--- src/rtl/gcd_arbiter.sv ---
`default_nettype none
// ============================================================================
//  Module   : gcd_arbiter
//  Brief    : Round-robin arbiter for two requesters in front of a
//             subtractive GCD engine, with a seven-segment result display.
//  Revision : 1.0 - initial release
// ============================================================================
module gcd_arbiter #(
    parameter int W = 4
) (
    input  logic         clk,
    input  logic         rst_n,
    input  logic         req0,
    input  logic         req1,
    input  logic [W-1:0] a0,
    input  logic [W-1:0] b0,
    input  logic [W-1:0] a1,
    input  logic [W-1:0] b1,
    output logic         gnt0,
    output logic         gnt1,
    output logic         busy,
    output logic         done,
    output logic [W-1:0] result,
    output logic         owner,
    output logic [6:0]   seg
);

    typedef enum logic {
        IDLE = 1'b0,
        CALC = 1'b1
    } state_t;

    state_t         state_q, state_d;
    logic [W-1:0]   x_q, x_d;
    logic [W-1:0]   y_q, y_d;
    logic [W-1:0]   result_q, result_d;
    logic           owner_q, owner_d;
    logic           last_owner_q, last_owner_d;
    logic           gnt0_q, gnt0_d;
    logic           gnt1_q, gnt1_d;
    logic           done_q, done_d;
    logic           win;
    logic [W+3:0]   result_ext;
    logic [3:0]     nibble;

    always_comb begin
        state_d      = state_q;
        x_d          = x_q;
        y_d          = y_q;
        result_d     = result_q;
        owner_d      = owner_q;
        last_owner_d = last_owner_q;
        gnt0_d       = 1'b0;
        gnt1_d       = 1'b0;
        done_d       = 1'b0;
        win          = 1'b0;

        case (state_q)
            IDLE: begin
                if (req0 || req1) begin
                    // A tie goes to whoever did not win last; a lone request wins outright.
                    win          = (req0 && req1) ? ~last_owner_q : req1;
                    x_d          = win ? a1 : a0;
                    y_d          = win ? b1 : b0;
                    gnt0_d       = ~win;
                    gnt1_d       = win;
                    last_owner_d = win;
                    state_d      = CALC;
                end
            end
            CALC: begin
                if (x_q == '0 || y_q == '0 || x_q == y_q) begin
                    result_d = (x_q == '0) ? y_q : x_q;
                    owner_d  = last_owner_q;
                    done_d   = 1'b1;
                    state_d  = IDLE;
                end else if (x_q > y_q) begin
                    x_d = x_q - y_q;
                end else begin
                    y_d = y_q - x_q;
                end
            end
            default: state_d = IDLE;
        endcase
    end

    always_ff @(posedge clk or negedge rst_n) begin
        if (!rst_n) begin
            state_q      <= IDLE;
            x_q          <= '0;
            y_q          <= '0;
            result_q     <= '0;
            owner_q      <= 1'b0;
            last_owner_q <= 1'b1;
            gnt0_q       <= 1'b0;
            gnt1_q       <= 1'b0;
            done_q       <= 1'b0;
        end else begin
            state_q      <= state_d;
            x_q          <= x_d;
            y_q          <= y_d;
            result_q     <= result_d;
            owner_q      <= owner_d;
            last_owner_q <= last_owner_d;
            gnt0_q       <= gnt0_d;
            gnt1_q       <= gnt1_d;
            done_q       <= done_d;
        end
    end

    // Zero-extend so the low nibble exists for any operand width.
    assign result_ext = {4'b0000, result_q};
    assign nibble     = result_ext[3:0];

    always_comb begin
        seg = 7'b1000000;
        case (nibble)
            4'h0: seg = ~7'h3F;
            4'h1: seg = ~7'h06;
            4'h2: seg = ~7'h5B;
            4'h3: seg = ~7'h4F;
            4'h4: seg = ~7'h66;
            4'h5: seg = ~7'h6D;
            4'h6: seg = ~7'h7D;
            4'h7: seg = ~7'h07;
            4'h8: seg = ~7'h7F;
            4'h9: seg = ~7'h6F;
            4'hA: seg = ~7'h77;
            4'hB: seg = ~7'h7C;
            4'hC: seg = ~7'h39;
            4'hD: seg = ~7'h5E;
            4'hE: seg = ~7'h79;
            4'hF: seg = ~7'h71;
            default: seg = 7'b1000000;
        endcase
    end

    assign gnt0   = gnt0_q;
    assign gnt1   = gnt1_q;
    assign done   = done_q;
    assign busy   = (state_q == CALC);
    assign result = result_q;
    assign owner  = owner_q;

endmodule
`default_nettype wire

--- config.mk ---
export PLATFORM = sky130hd
export DESIGN_NAME = gcd_arbiter
export DESIGN_NICKNAME = d
export VERILOG_FILES = /design/src/rtl/gcd_arbiter.sv
export SDC_FILE = /design/constraint.sdc
export NUM_CORES = 1
export LEC_CHECK = 0
export CORE_ASPECT_RATIO = 0.7
export CORE_MARGIN = 2
export CORE_UTILIZATION = 55
export CTS_BUF_LIST = sky130_fd_sc_hd__clkbuf_2 sky130_fd_sc_hd__clkbuf_4 sky130_fd_sc_hd__clkbuf_8
export DETAILED_ROUTE_END_ITERATION = 8
export PLACE_DENSITY = 0.88
export SYNTH_ARGS = -nofsm -noshare
export SYNTH_HDL_FRONTEND = slang
export SYNTH_SLANG_ARGS = --single-unit
--- constraint.sdc ---
create_clock -name clk -period 3.5 [get_ports clk]
set_clock_uncertainty 0.15 [all_clocks]
set_input_delay 0.525 -clock clk [delete_from_list [all_inputs] [get_ports clk]]
set_output_delay 0.525 -clock clk [all_outputs]
set_load 0.01 [all_outputs]
Yosys cells after proc, flatten, opt, wreduce, memory -nomap -nowiden
Memories as Yosys holds them, arrays and structs flattened.
Index checks and enable logic that the tools add are counted.
{"block": "word_totals", "elab_cells": 52, "out_inout_bits": 16, "romBits": 112, "ff_bits": 18, "inputBits": 20, "n_memories": 1}
{"memory": "(no name shown)", "words": 16, "word_bits": 7, "rd": 1, "rd_clocked_by_memory_dff": 0, "wr": 0, "line_no": "117", "source": "case (nibble)"}
{"block": "op_classes", "add_sub_neg": 2, "reduce_logical": 10, "muxes": 21, "n_eq_ne": 5, "bitwise_logic": 3, "order_cmp": 1}
{"op": "$mux W4", "count": 9}
{"op": "$pmux W4 S2", "count": 2}
{"op": "$mux W1", "count": 9}
{"op": "$logic_not A4 Y1", "count": 2}
{"op": "$sub A4 B4 Y4", "count": 2}
{"op": "$ne A2 B2 Y1 const B", "count": 3}
{"op": "$reduce_and A3 Y1", "count": 2}
{"op": "$eq A4 B4 Y1", "count": 1}
{"op": "$gt A4 B4 Y1", "count": 1}
{"op": "$reduce_and A2 Y1", "count": 2}
{"op": "$logic_or A1 B1 Y1", "count": 3}
{"op": "$not A1 Y1", "count": 3}
{"op": "$ne A2 B1 Y1 const B", "count": 1}
{"op": "$pmux W1 S2", "count": 1}
{"op": "$logic_and A1 B1 Y1", "count": 1}

Logic depth before layout (Yosys ltp)
{"block": "depth", "word_depth": 5, "mapped_depth": 8, "depth_no_buf": 8}

Least setup slack after synthesis
Ideal clock, no wire load.
{"block": "synth_timing", "kind": "reg-to-reg", "from": "register x_q[1]", "to": "register y_q[2]", "slack_ns": 1.111, "n_path_buf": 0, "period_less_slack_ns": 2.389, "t_arrival_ns": 2.114, "stages_incl_launch_ff": 7, "setup_ns": 0.125, "cell_sequence": "dfrtp_1 inv_1 ha_1 and4_4 or4_4 a22oi_4 mux2_4"}
{"block": "synth_via", "elab_chain_len": 5, "elab_cells_between_ends": 12}
{"element": "start: declaration", "line_no": "34", "source": "logic [W-1:0] x_q, x_d;"}
{"element": "start signal: assignment", "line_no": "90", "source": "x_q <= '0;"}
{"element": "start signal: assignment", "line_no": "100", "source": "x_q <= x_d;"}
{"element": "parallel branches: the longest is 5 deep, another holds $sub A4 B4 Y4"}
{"element": "end signal: assignment", "line_no": "101", "source": "y_q <= y_d;"}
{"element": "end: declaration", "line_no": "35", "source": "logic [W-1:0] y_q, y_d;"}
Parallel ways; which one is timed is not known. The select of a mux whose other input is x is not followed.
A chain may end at the register's enable or synchronous reset.

Final worst setup path
{"block": "layout_timing", "from": "register result_q[1] (netlist: result[1])", "to": "output seg[0]"}
{"block": "layout_via", "elab_chain_len": 1}
{"element": "start: declaration", "line_no": "36", "source": "logic [W-1:0] result_q, result_d;"}
{"element": "start signal: assignment", "line_no": "102", "source": "result_q <= result_d;"}
{"element": "$mem_v2 Z16 W7"}
{"element": "end: declaration", "line_no": "25", "source": "output logic [6:0] seg"}
Every way passes these cells.

==> results.py <==
metrics = {
    "setup_path": {
        "crit_path_end_kind": "primary output",
        "worstPathArrival_ps": 2290,
        "crit_fanout": 6,
        "r2r.worst_path.cells": 6,
        "r2r_slack_ps": 930,
        "required_ps": 2820,
        "start_kind": "flip-flop",
        "crit_type": "reg -> out",
    },
    "hold_path": {
        "min_path_cells": 1,
        "hold_path.class": "reg -> reg",
    },
    "synth": {
        "ys_ff_latch": 18,
        "ys_types": 43,
        "synth_area_leaders": "dfrtp_1, ha_1, mux2i_1",
        "syn_area_per_cell_um2": 10.2,
        "syn-cell-area_um2": 1450,
        "synth_area_leader_cell": "dfrtp_1",
        "yosys_warnings": 0,
        "yosysSeqAreaShare_pct": 31.1,
        "netlist_instances": 142,
        "synthesis.nets": 177,
        "synth_top_area_share_pct": 29.3,
    },
    "floorplan": {
        "pin_count": 36,
        "num_rows": 15,
        "core-area_um2": 2480,
        "initial_utilization_pct": 58.6,
        "die-area_um2": 3070,
        "chipHeight_um": 47.0,
        "die_w_um": 65.4,
    },
    "clock_network": {
        "cts.sinks": 18,
        "clk_pin_slew_worst_paths_ps": 70,
        "clock_path_buffers": 2,
        "numCtsBuffers": 3,
        "cts_resized": 0,
        "cts_tree": "yes",
        "post_cts_buffers": 0,
        "clk_latency_ps": 260,
        "cts_root_buf": "clkbuf_8",
        "postCtsHoldBufs": 0,
        "htreeDepth": 1,
    },
    "drt": {
        "drc_errors": 0,
        "avgRoutedWirePerCell_um": 15.1,
        "via_per_inst": 5.61,
        "drt_iter0_drc": 31,
        "antenna_left": 0,
        "vias": 1179,
        "wirelength_mm": 3.17,
        "first_pass_iters": 4,
    },
    "placement": {
        "pre_cts_slack_ps": 825,
        "port_buffers": 35,
        "hpwlAfterDp_mm": 2.54,
        "gp_congestion": 0.815,
        "placed_cells": 206,
    },
    "global_route": {
        "grt_antenna_before_repair": 0,
        "grt_usage_pct": 22.3,
        "grt_max_degree": 20,
        "grt_pass1_wl_mm": 5.09,
        "grt_pass1_vias": 1107,
        "grt_overflow": 0,
    },
    "job": {
        "cap_violations": 0,
    },
    "finish": {
        "fin_util_pct": 75.4,
        "layout.cells.non_filler": 210,
        "area_growth_pct": 28.6,
        "n_antenna_cell": 0,
        "drive_gt1_share_pct": 15.3,
        "num-fill-cells": 180,
        "layout.nets": 212,
    },
    "timing": {
        "post-route-min-period_ps": 2970,
        "rsz0062_at_grt": "no",
        "setup_viol": 0,
        "fin_tns_setup_ps": 0,
        "drv_slew": 0,
        "worst_pin_slew_ps": 801,
        "slew_headroom_pct": 46.5,
        "fmax_mhz": 337,
        "finalHoldViolCount": 0,
        "setup_ws_ps": 532,
        "fin_crit_sh_pct": 84.8,
        "whs_ps": 347,
    },
    "run_status": {
        "outcome": "complete, no violations",
    },
    "power": {
        "p_leak_nw": 0.844,
        "cellPowerDensity_nw_per_um2": 1110,
        "ir_worst_vdd_mv": 0.522,
    },
}
==> metal layers <==
metal	vias to the layer above	track usage [%]	part of all wire, %
li1	570	-	-
met3	3	5.28	6.0
met1	566	29.7	46
met5	-	0	0
met4	0	3.75	0.32
met2	40	38.8	48
==> per-stage QoR <==
step / cell area (um^2) / power (mW)
2_1_floorplan: 1450 / 1.48
3_3_place_gp: 1810 / 1.83
3_5_place_dp: 1810 / 1.90
4_1_cts: 1870 / 2.08
5_1_grt: 1870 / 2.25
6_report: 1870 / 2.07
==> path summary, 6_finish.rpt <==
check	startpoint	to
min	owner	owner
min in group asynchronous	rst_n	y_q[2]
max in group asynchronous	rst_n	gnt0
min reg2reg	owner	owner
max	result[1]	seg[0]
max reg2reg	x_q[1]	y_q[3]
==> flip-flops by register name, indices dropped and copies added (netlist names) <==
signal / count
busy: 1
owner: 1
gnt0: 1
x_q: 4
result: 4
y_q: 4
gnt1: 1
last_owner_q: 1
done: 1
==> synthesized netlist by cell type <==
cell       n
dfrtp_1   17
ha_1      13
inv_1     13
mux2i_1   12
nand2_1   11
o21ai_0   10
a21oi_1    9
mux2_2     7
nor2_1     6
a211oi_1   3
a21o_1     2
a22o_1     2
buf_2      2
buf_6      2
fa_1       2
mux2_4     2
nand3b_1   2
o21ai_2    2
a21boi_0   1
a21boi_2   1
a22oi_4    1
a32o_1     1
and2_1     1
and4_4     1
and4b_1    1
buf_1      1
clkbuf_1   1
dfstp_2    1
inv_2      1
mux2_1     1
mux4_2     1
nand4_1    1
nand4b_1   1
nor2b_1    1
nor3_1     1
nor4_2     1
nor4_4     1
o211ai_1   1
o31ai_2    1
or3b_2     1
or4_4      1
xnor2_1    1
xor2_1     1
==> power by group <==
group	internal [mW]	switching [mW]
combinational	0.735	0.667
clock	0.100	0.0703
sequential	0.316	0.185
==> worst max-delay path, cell delays in order (launching register included) <==
cell and delay, ps:
dfrtp_1 430, inv_1 160, ha_1 270, nor2b_1 80, or3b_2 460, o21ai_0 80, clkdlybuf4s50_1 560
==> kinds of logic after synthesis <==
| group | synth area share (%) |
|---|---|
| simple gates | 12.8 |
| compound gates | 16.4 |
| buf+inv | 6.38 |
| xor+xnor | 1.21 |
| flops | 31.1 |
| fa+ha+maj | 14.0 |
| mux | 18.1 |
==> layout make-up <==
cell class                      count  area (um^2)  area share, %
Inverter                           14         52.6           2.82
Timing Repair Buffer               36          358           19.2
Multi-Input combinational cell    104          907           48.6
Clock buffer                        4         55.1           2.95
Tap cell                           34         42.5           2.28
Sequential cell                    18          452           24.2
==> layout by cell type (no fill, tap or decap), drive strengths merged, types with 2 or more instances in the layout <==
| master | n |
|---|---|
| clkdlybuf4s50 | 35 |
| mux2i | 12 |
| inv | 14 |
| a21oi | 9 |
| mux2 | 10 |
| nor4 | 2 |
| a21o | 2 |
| o21ai | 12 |
| nand3b | 2 |
| nor2 | 6 |
| clkbuf | 4 |
| ha | 13 |
| dfrtp | 17 |
| nand2 | 11 |
| fa | 2 |
| a22o | 2 |
| a21boi | 2 |
| a211oi | 3 |
Note: power is estimated with default switching activity, not from simulation.
==> RTL change 1, RTL diff (same settings) <==
`x_q` no longer has a reset.
--- a/src/rtl/gcd_arbiter.sv
+++ b/src/rtl/gcd_arbiter.sv
@@ -88,5 +88,4 @@
         if (!rst_n) begin
             state_q      <= IDLE;
-            x_q          <= '0;
             y_q          <= '0;
             result_q     <= '0;
@@ -98,5 +97,4 @@
         end else begin
             state_q      <= state_d;
-            x_q          <= x_d;
             y_q          <= y_d;
             result_q     <= result_d;
@@ -107,4 +105,8 @@
             done_q       <= done_d;
         end
+    end
+
+    always_ff @(posedge clk) begin
+        x_q <= x_d;
     end
 
Function: no difference found for any inputs over 10 cycles, from zero or initial values and one cycle with rst_n low; that may be too few to reach the edited logic, so the function may still have changed.
==> RTL change 1 against the unedited design <==
Design area decreased by 0.20%. Critical path depth is the same. Critical endpoint unchanged. Sequential share of layout area rose by 1.1 points. Count of clock-buffer cells in the layout fell by 1. Highest routed layer unchanged. Routed wire length increased by 3.5%. Power up 1.3%. Worst setup slack got worse by 0.030 ns. First-iteration DRC count up 100%. Area after synthesis is 0.34% lower. Register-to-register slack worse by 0.07 ns. Sequential cell count unchanged.
==> RTL change 1: results (changes against the unedited design) <==
** Pwr
- The leakage power summed over all cells is 0.000819 uW (-3.0%).
- Highest ir drop seen on vdd :: 565 uV (+8.1%)
- Switching share of power :: 45.4% (+0.90 points)

** Final layout
- Final non-filler cell total :: 209 (-0.48%)
- Fraction of layout instances using a drive strength above 1 :: 13.1% (-2.2 points)

** Routing
- The detail-routed net length per standard cell was 15.7 um (+4.0%).
- Total routed wire length on the met1 layer :: 1610 um (+12%)
- The number of vias per cell after detailed routing was 5.60 (-0.29%).
- The number of design-rule violations left by the first detailed-router iteration is 63 (+100%).
- The wire length on met3 is 127 um (-33%).

** Clock tree
- The clock insertion delay at the later pin of the skew report is 0.26 ns (about the same).
- TritonCTS Buffers :: 3 (unchanged)

** Global route
- The global-route track usage on met1 came to 33.7% (+4.0 points).
- Via count of the first global-routing pass :: 1125 (+1.6%)
- The met3 usage in global routing was 5.76% (+0.48 points).
- The total global routing track utilization is 24.2% (+1.9 points).
- Wire length of the first global-routing pass :: 5500 um (+8.1%)
- The routing usage on met2 was 39.4% (+0.61 points).

** Logic synthesis
- Share of synthesized registers carrying an async set or reset :: 77.8% (-22 points)
- In the post-synthesis netlist, the biggest area contributors are dfrtp_1, ha_1, edfxtp_1, mux2i_1, mux2_2.
- The sequential-to-total area share from yosys stat was 32.6% (+1.5 points).
- The post-synthesis net count is 175 (-1.1%).
- The synthesized area per cell is 10.3 um2 (+1.1%).
- The number of enable-type register cells in the synthesized netlist came to 4 (+4).
- The number of unique standard cell types used by synthesis is 42 (-2.3%).

** Run status
- Status :: complete, no violations

** Place
- Half-perimeter wire length after detailed placement :: 2600 um (+2.3%)
- Worst slack, placed :: 0.792 ns (-0.0332 ns)
- The final RePlAce weighted congestion was 0.867 (+6.3%).
- Area post-placement :: 0.00182 mm2 (+0.34%)

** Setup path
- The peak per-stage delay on the critical path is 0.56 ns (about the same).
- In this run the critical register-to-register path is launched from x_q[0]$_DFFE_PP_.
- Setup crit end :: seg[0]
- The worst setup slack for register-to-register paths was 0.86 ns (-0.07 ns).
- The endpoint identified for the worst register-to-register timing path is y_q[2]$_DFFE_PN0P_.

** STA
- Measured slew at the worst slew-check pin :: 0.662 ns (-0.139 ns)
- The highest achievable clock rate was 334 MHz (-1.0%).

** Worst hold path
- The worst hold path belongs to the class reg2reg.
[RTL change 1: changes by cell type in the layout (fill, tap and decap cells not counted), sizes merged, moves of 2 or more]
cell    change
nand2       +2
dfrtp       -4
mux2        -2
o31ai       +2
nand3b      -2
a21o        -2
mux2i       -2
edfxtp      +4
[RTL change 1: cell type report]
class | instances | area, um2
clock inverters | 1 | 3.75
fillers | 177 | 614
well taps | 34 | 42.5
multi-input cells | 101 | 882
clock buffers | 3 | 41.3
repair buffers | 37 | 365
inverters | 15 | 56.3
flip-flops and latches | 18 | 472
[RTL change 1: cell families after synthesis]
kind of cell / Yosys count / synth area share, %
AO/OA/AOI/OAI: 36 / 19.0
XOR/XNOR: 2 / 1.21
multiplexers: 19 / 15.0
AND/OR/NAND/NOR: 29 / 11.8
flip-flops: 18 / 32.6
buffers and inverters: 21 / 6.40
adder cells (fa/ha/maj): 15 / 14.0
[RTL change 1: worst min path at each step]
stage,start,end,slack (ns),cells after the start
detailed placement,owner$_DFFE_PN0P_,owner$_DFFE_PN0P_,0.36,1
global route,last_owner_q$_DFFE_PN1P_,last_owner_q$_DFFE_PN1P_,0.41,2
CTS,owner$_DFFE_PN0P_,owner$_DFFE_PN0P_,0.38,1
floorplan,rst_n,busy$_DFF_PN0_,0.08,0
global placement,owner$_DFFE_PN0P_,owner$_DFFE_PN0P_,0.35,1
finish,owner$_DFFE_PN0P_,owner$_DFFE_PN0P_,0.38,1
[RTL change 1: power by group through the flow]
| stage | Combinational, uW | Clock, uW | Sequential [uW] |
|---|---|---|---|
| 3_3_place_gp | 1330 | 0 | 534 |
| 2_1_floorplan | 1000 | 0 | 486 |
| 5_1_grt | 1550 | 164 | 565 |
| 6_report | 1400 | 154 | 542 |
| 3_5_place_dp | 1400 | 0 | 542 |
| 4_1_cts | 1400 | 155 | 539 |
==> RTL change 2, RTL diff (config.mk and constraints unchanged) <==
Made on the original files. Set the parameter `W` to 6 (it was 4).
--- a/src/rtl/gcd_arbiter.sv
+++ b/src/rtl/gcd_arbiter.sv
@@ -7,5 +7,5 @@
 // ============================================================================
 module gcd_arbiter #(
-    parameter int W = 4
+    parameter int W = 6
 ) (
     input  logic         clk,
Interface: changed (5 resized); port bits go from 36 to 46. The function was not compared with the original's and may differ.
==> RTL change 2 against the unedited design <==
Power is 40% higher. Via count up 47%. Sequential share of layout area barely moved. Final cell count is 41% higher. Worst setup slack worse by 0.045 ns. Routed wire length increased by 51%. Design area rose by 33%. Area after synthesis grew 33%. Sequential cell count increased by 6. Critical endpoint unchanged. Largest power group unchanged.
==> RTL change 2: results (changes against the unedited design) <==
** Run status
- Status :: complete, no violations

** Place
- Worst slack, placed :: 0.823 ns (-0.00227 ns)
- The final RePlAce weighted congestion was 0.959 (+18%).
- The quantity of I/O buffers inserted on ports came to 45 (+29%).
- Half-perimeter wire length after detailed placement :: 3610 um (+42%)

** Final layout
- Area used by multi-input combinational logic :: 0.00121 mm2 (+34%)
- The count of inverters other than clock inverters in the layout is 21 (+7).
- Fraction of area in clock buffers and inverters :: 2.22% (-0.73 points)
- The layout filler cell count came to 241 (+34%).
- The number of non-clock buffers in the layout is 48 (+33%).
- Number of nets in the finished design :: 298 (+41%)
- The area of all sequential standard cells was 602 um2 (+33%).
- The multi-input logic cell count came to 153 (+47%).

** Routing
- Number of vias per cell after detailed routing :: 5.82 (+3.6%)
- The wire length on met3 was 423 um (+120%).
- Met2 Wirelength :: 2060 um (+35%)

** Pwr
- Proportion of power drawn by the clock network :: 6.7% (-1.5 points)
- The maximum ir drop on the vdd rail was 550 uV (+5.4%).
- Portion of total power attributed to combinational logic :: 71.1% (+3.5 points)
- The switching fraction of total power was 45.9% (+1.5 points).

** Logic synthesis
- Yosys cell types :: 45 (+4.7%)
- Synthesized-area fraction occupied by adder cells :: 13.1% (-0.90 points)
- The post-synthesis net count was 253 (+43%).
- Xor-xnor portion of the synthesized cell area :: 0.906% (-0.30 points)

** Global route
- Global-route track usage on met2 :: 39.2% (+0.41 points)
- Wire length of the first global-routing pass :: 8000 um (+57%)
- Met3 routing resource usage after global routing :: 6.37% (+1.1 points)
- Global-route met1 utilization :: 39.3% (+9.6 points)
- Total Routing Usage GR :: 27.1% (+4.8 points)

** Setup path
- Data arrival time of the critical path :: 2.34 ns (+0.05 ns)
- In this run the critical register-to-register path is captured at x_q[4]$_DFFE_PN0P_.
- The worst setup slack for register-to-register paths is 0.80 ns (-0.13 ns).

** STA
- The remaining max-slew budget at the tightest pin was 27.0% (-19 points).

** Clock tree
- The clock edge transition at the registers on the reported setup and hold paths was 0.09 ns (+0.02 ns).

** Worst hold path
- Hold path cells :: 2 (+1)
RTL change 2: cell types whose count changed in the layout (fill, tap and decap cells not counted), sizes merged, moves of 3 or more:
| cell | delta |
|---|---|
| dfrtp | +6 |
| clkdlybuf4s50 | +10 |
| ha | +4 |
| inv | +7 |
| a211oi | +5 |
| nor3 | +3 |
| o21ai | +5 |
| mux2i | +3 |
| nand2 | +4 |
| a21oi | +7 |
| a31oi | +3 |
| nor2b | +7 |
RTL change 2: kinds of logic (layout without fill, tap and decap cells):
| kind of cell | after synthesis | in the layout |
|---|---|---|
| AO/OA/AOI/OAI | 56 | 56 |
| AND/OR/NAND/NOR | 51 | 51 |
| buffers and inverters | 29 | 73 |
| multiplexers | 25 | 25 |
| flip-flops | 24 | 24 |
| adder cells (fa/ha/maj) | 19 | 19 |
| XOR/XNOR | 2 | 2 |
RTL change 2: worst max path at each step:
stage / from / end / slack (ns)
2_1_floorplan: x_q[4]$_DFFE_PN0P_ / y_q[3]$_DFFE_PN0P_ / 0.94
3_3_place_gp: x_q[1]$_DFFE_PN0P_ / x_q[5]$_DFFE_PN0P_ / 0.84
3_5_place_dp: result[1]$_DFFE_PN0P_ / seg[0] / 0.82
4_1_cts: result[1]$_DFFE_PN0P_ / seg[0] / 0.50
5_1_grt: result[1]$_DFFE_PN0P_ / seg[0] / 0.36
6_report: result[1]$_DFFE_PN0P_ / seg[0] / 0.49
RTL change 2: per-stage QoR:
stage / utilization (%) / area [um2] / hold slack, ns / total power, uW / cells
CTS: 76.3 / 2480 / 0.349 / 2880 / 297
finish: 76.3 / 2480 / 0.339 / 2900 / 297
detailed placement: 74.6 / 2430 / 0.329 / 2650 / 293
floorplan: - / 1930 / 0.0794 / 2070 / 206
global route: 76.3 / 2480 / 0.396 / 3140 / 297
global placement: 74.6 / 2430 / 0.312 / 2600 / 293
